--- config.mk ---
export PLATFORM = sky130hd
export DESIGN_NAME = imem_boot_ctrl
export DESIGN_NICKNAME = d
export VERILOG_FILES = /design/src/rtl/imem_pkg.sv /design/src/rtl/imem_ram.sv /design/src/rtl/imem_boot_ctrl.sv
export SDC_FILE = /design/constraint.sdc
export NUM_CORES = 1
export LEC_CHECK = 0
export ABC_CLOCK_PERIOD_IN_PS = 4600
export CAP_MARGIN = 20
export CORE_ASPECT_RATIO = 0.6
export CORE_UTILIZATION = 63
export CTS_BUF_LIST = sky130_fd_sc_hd__clkbuf_16
export CTS_CLUSTER_SIZE = 24
export DETAILED_ROUTE_END_ITERATION = 8
export DONT_BUFFER_PORTS = 1
export PLACE_DENSITY = 0.79
export SETUP_SLACK_MARGIN = 0.3
export SLEW_MARGIN = 15
export SYNTH_ARGS = -nofsm -noshare
export SYNTH_HDL_FRONTEND = slang
export SYNTH_SLANG_ARGS = --single-unit
--- constraint.sdc ---
create_clock -name clk -period 4.6 [get_ports clk]
set_clock_uncertainty 0.05 [all_clocks]
set_input_delay 0 -clock clk [delete_from_list [all_inputs] [get_ports clk]]
set_output_delay 0 -clock clk [all_outputs]
set_load 0.01 [all_outputs]
--- src/rtl/imem_pkg.sv ---
// Shared types and defaults for the instruction-memory boot controller.
// The core is held on a NOP while the memory is cleared and loaded.
package imem_pkg;

    localparam int          IMEM_ADDR_W   = 5;
    localparam int          IMEM_DEPTH    = 32;
    localparam logic [31:0] IMEM_NOP_WORD = 32'h00000013;

    typedef enum logic [1:0] {
        CLEAR,
        LOAD,
        RUN
    } imem_state_t;

endpackage

--- src/rtl/imem_ram.sv ---
// DEPTH x 32 instruction store: one clocked write port, asynchronous read.
// The array has no reset; the boot controller zero-fills it after reset.
module imem_ram #(
    parameter int ADDR_W = 5,
    parameter int DEPTH  = 32
) (
    input  logic              clk,
    input  logic              we,
    input  logic [ADDR_W-1:0] waddr,
    input  logic [31:0]       wdata,
    input  logic [ADDR_W-1:0] raddr,
    output logic [31:0]       rdata
);

    logic [31:0] mem [DEPTH];

    always_ff @(posedge clk) begin
        if (we) begin
            mem[waddr] <= wdata;
        end
    end

    // Combinational fetch so the single-cycle core sees the word in the same cycle.
    assign rdata = mem[raddr];

endmodule

--- src/rtl/imem_boot_ctrl.sv ---
// Boot controller: zero-clears the instruction memory, loads a program from the
// host stream, then releases the core and serves fetches at pc_addr.
module imem_boot_ctrl
    import imem_pkg::*;
#(
    parameter int          ADDR_W   = IMEM_ADDR_W,
    parameter int          DEPTH    = IMEM_DEPTH,
    parameter logic [31:0] NOP_WORD = IMEM_NOP_WORD
) (
    input  logic              clk,
    input  logic              rst_n,
    input  logic              ld_valid,
    output logic              ld_ready,
    input  logic [31:0]       ld_data,
    input  logic              ld_last,
    input  logic              reload,
    input  logic [ADDR_W-1:0] pc_addr,
    output logic [31:0]       inst,
    output logic              core_run,
    output logic [ADDR_W:0]   words_loaded,
    output logic              trunc
);

    imem_state_t       state;
    imem_state_t       state_next;
    logic [ADDR_W-1:0] clr_ptr;
    logic [ADDR_W-1:0] wr_ptr;
    logic              accept;
    logic              clr_at_end;
    logic              wr_at_end;
    logic              ram_we;
    logic [ADDR_W-1:0] ram_waddr;
    logic [31:0]       ram_wdata;
    logic [31:0]       ram_rdata;

    assign ld_ready   = (state == LOAD);
    assign accept     = ld_valid & ld_ready;
    assign core_run   = (state == RUN);
    assign clr_at_end = (clr_ptr == ADDR_W'(DEPTH - 1));
    assign wr_at_end  = (wr_ptr == ADDR_W'(DEPTH - 1));
    assign inst       = core_run ? ram_rdata : NOP_WORD;

    // The single RAM write port is shared by the clear sweep and the host loader.
    always_comb begin
        state_next = state;
        ram_we     = 1'b0;
        ram_waddr  = wr_ptr;
        ram_wdata  = ld_data;
        unique case (state)
            CLEAR: begin
                ram_we    = 1'b1;
                ram_waddr = clr_ptr;
                ram_wdata = '0;
                if (clr_at_end) begin
                    state_next = LOAD;
                end
            end
            LOAD: begin
                ram_we = accept;
                if (accept && (ld_last || wr_at_end)) begin
                    state_next = RUN;
                end
            end
            RUN: begin
                if (reload) begin
                    state_next = CLEAR;
                end
            end
            default: state_next = CLEAR;
        endcase
    end

    // Filling the last word without ld_last ends the load and flags truncation.
    always_ff @(posedge clk) begin
        if (!rst_n) begin
            state        <= CLEAR;
            clr_ptr      <= '0;
            wr_ptr       <= '0;
            words_loaded <= '0;
            trunc        <= 1'b0;
        end else begin
            state <= state_next;
            unique case (state)
                CLEAR: clr_ptr <= clr_ptr + ADDR_W'(1);
                LOAD: begin
                    if (accept) begin
                        wr_ptr       <= wr_ptr + ADDR_W'(1);
                        words_loaded <= words_loaded + (ADDR_W + 1)'(1);
                        if (wr_at_end && !ld_last) begin
                            trunc <= 1'b1;
                        end
                    end
                end
                RUN: begin
                    if (reload) begin
                        clr_ptr      <= '0;
                        wr_ptr       <= '0;
                        words_loaded <= '0;
                        trunc        <= 1'b0;
                    end
                end
                default: ;
            endcase
        end
    end

    imem_ram #(
        .ADDR_W(ADDR_W),
        .DEPTH (DEPTH)
    ) u_ram (
        .clk  (clk),
        .we   (ram_we),
        .waddr(ram_waddr),
        .wdata(ram_wdata),
        .raddr(pc_addr),
        .rdata(ram_rdata)
    );

endmodule

==> impl_results.md <==
- Relative slew margins: 0.215
- Setup crit start kind: register
- Least-Margin Pin Slew: roughly 1.2 ns
- CORE AREA: 63300 um^2
- Yosys reg bits: roughly 1000
- Register area: between 30000 and 40000 um^2
- Worst-skew pair later-pin latency: 0.63 ns
- Leak: about 15 nW
- # setup viols final: 0
- Number of distinct library cells after synthesis: between 40 and 50
- # rows: 71
- Pre-antenna DRT Iters: 6
- CTS Sinks: around 1000
- DRC viols: 0
- Vias in the first global route: around 20000
- Clock slew at reported path FFs: roughly 0.070 ns
- Sequential area share after synthesis: 0.766
- Pin count of the biggest net entering global routing: 266
- First-pass GRT wire length: 144000 um
- Number of port buffers: 0
- Final core utilization: 0.710
- Slew Limit Fails: 0
- Share of cells above drive strength 1: 0.237
- PostCTS Resize Cnt: 0
- Setup bufs post-CTS: 0
- DP Area: 41900 um^2
- Mean Syn Cell Area: between 20 and 25 um^2
- Final hold vios: 0
- Fillers: 3590
- Vias after detailed routing: about 21000
- Pwr dens: 422 nW/um^2
- Clock Tree Root: clkbuf_16
- Initial antenna violation count: 7
- Syn. warnings: 0
- Hold_ws: between 0.1 and 0.15 ns
- TritonCTS buffer count: 86
- DIE WIDTH: 330 um
- Largest area contributor in the netlist: edfxtp_1
- Starting Density: 0.643
- CP Data Required Time: 4.89 ns
- Post-synth top area share: 0.757
- Gpl congestion: 0.887
- VDD IR max: 381 uV
- Fin crit period: about 3.8 ns
- Worst-path maximum fanout: 27
- Detail Route Antenna Nets: 0
- CP arrival: 4.04 ns
- Mapped Cells: slightly below 2000
- Status: finished clean
- Gr ovfl total: 0
- Worst setup EP type: register
- Mapped Nets: 1993
- Multi-input logic area: 9140 um^2
- RSZ-0062 raised after global routing: false
- Dpl cells: 2736
- Initial DRC count: 3718
- Hold/Removal Path Class: in2out
- Area delta synth->final: 10.5%
- Max capacitance violation total: 0
- Clock Path Buffers: 3
- Fin cells: between 2000 and 3000
- Achievable Freq: 267 MHz
- Post-Layout Inst Area: roughly 45000 um^2
- Die Ht: 199 um
- Routed WL per cell: about 35 um
- Final nets: slightly above 2000
- Wirelength, routed: about 100000 um
- Setup TNS: 0 ns
- IO Count: 83
- DP Wirelength: ~60000 um
- Syn Std Cell Area: approximately 41000 um^2
- Die area: 65600 um^2
- DR vias/cell: 7.14
- CTS tree: yes
- Crit share post-route: 0.815
- CTS H-tree depth: 3
- Kind of critical path: reg2reg
- Gr usage total: 0.319
- Most area-consuming cells after synthesis: edfxtp_1, mux4_2, mux2i_1
## repair_timing
| action | CTS | global route |
|---|---|---|
| hold buffers | 37 | 0 |
| setup endpoints to repair | 0 | 0 |
| endpoints found under the hold margin | 1023 | 0 |
## worst paths after layout
kind	from	endpoint	slack, ns	cells past startpoint
setup / recovery	state[0]	u_ram.mem[28][17]	0.85	7
hold / removal	pc_addr[4]	inst[6]	0.14	1
setup reg to reg	state[0]	u_ram.mem[28][17]	0.85	7
hold reg to reg	state[1]	state[1]	0.50	2
## per-layer routing
| layer | global-route usage | routed length, um | up-vias |
|---|---|---|---|
| met2 | 0.430 | 43400 | 1689 |
| met3 | 0.104 | 16000 | 147 |
| li1 | - | - | 8290 |
| met5 | 0 | 41 | - |
| met4 | 0.0646 | 1740 | 6 |
| met1 | 0.512 | 40700 | 10800 |
## power breakdown
| group | switching (W) | total [W] | internal [W] |
|---|---|---|---|
| clock | 0.00329 | 0.00704 | 0.00375 |
| combinational | 0.000756 | 0.00118 | 0.000419 |
| sequential | 0.0000662 | 0.0107 | 0.0107 |
## critical path: stages (launching register included)
cell	delay (ns)
dfxtp_1	0.34
inv_1	0.09
ha_2	0.56
inv_1	0.23
o21ai_0	0.33
nand2_1	0.63
nor2_4	0.89
buf_4	0.31
## final cells by class
type,count,share of cell area
timing repair buffer,107,0.0202
clock inverter,64,0.00838
sequential,1043,0.693
multi-input combinational,779,0.204
tap,839,0.0234
clock buffer,91,0.0507
antenna,3,0.000167
inverter,8,0.000696
## flip-flops by register name (all words and copies together) (netlist names)
register	flops
u_ram.mem	1024
words_loaded	6
clr_ptr	5
wr_ptr	5
state	2
trunc	1
## kinds of logic (layout without fill, tap and decap cells)
group / after synthesis / in the layout / share of synthesized area
muxes: 331 / 331 / 0.144
adders and majority gates: 8 / 8 / 0.00246
and+or+nand+nor: 200 / 200 / 0.0239
other: 0 / 3 / 0
buffers and inverters: 121 / 270 / 0.0175
DFF: 1043 / 1043 / 0.766
AOI/OAI and AO/OA: 234 / 234 / 0.0445
xor gates and xnor gates: 6 / 6 / 0.00129
## placed cells by master, fill, tap and decap left out, drive strengths merged, types with 4 or more instances in the layout
cell / instances
edfxtp: 1024
mux4: 203
mux2i: 112
clkbuf: 92
buf: 69
nand2: 67
a22oi: 55
nor2: 49
o21ai: 39
nor2b: 38
dlygate4sd3: 37
inv: 34
clkinv: 34
a221oi: 30
and2: 24
a211oi: 23
a311oi: 23
a31o: 22
a21oi: 21
dfxtp: 19
mux2: 16
ha: 8
o221ai: 7
a31oi: 7
xor2: 6
and3: 4
nand4: 4
nand2b: 4
## cells in the mapped netlist, drive strengths merged
library cell	count
a211oi	23
a21oi	21
a221oi	30
a22oi	55
a311oi	23
a31o	22
a31oi	7
a32o	1
and2	24
and3	4
and3b	1
buf	60
clkbuf	53
clkinv	1
dfxtp	19
edfxtp	1024
ha	8
inv	7
mux2	16
mux2i	112
mux4	203
nand2	67
nand2b	4
nand3	2
nand3b	1
nand4	4
nand4b	1
nand4bb	1
nor2	49
nor2b	38
o211ai	1
o21ai	39
o221ai	7
o31ai	1
o32ai	1
o41ai	3
or2	1
or3	3
xor2	6
## stage by stage
step	setup WS [ns]	total power [W]
4_1_cts	0.884	0.0189
3_5_place_dp	0.924	0.0120
3_3_place_gp	1.07	0.0120
2_1_floorplan	1.33	0.0117
6_report	0.849	0.0189
5_1_grt	0.654	0.0193
No activity file was read; power rests on OpenSTA's default activity.
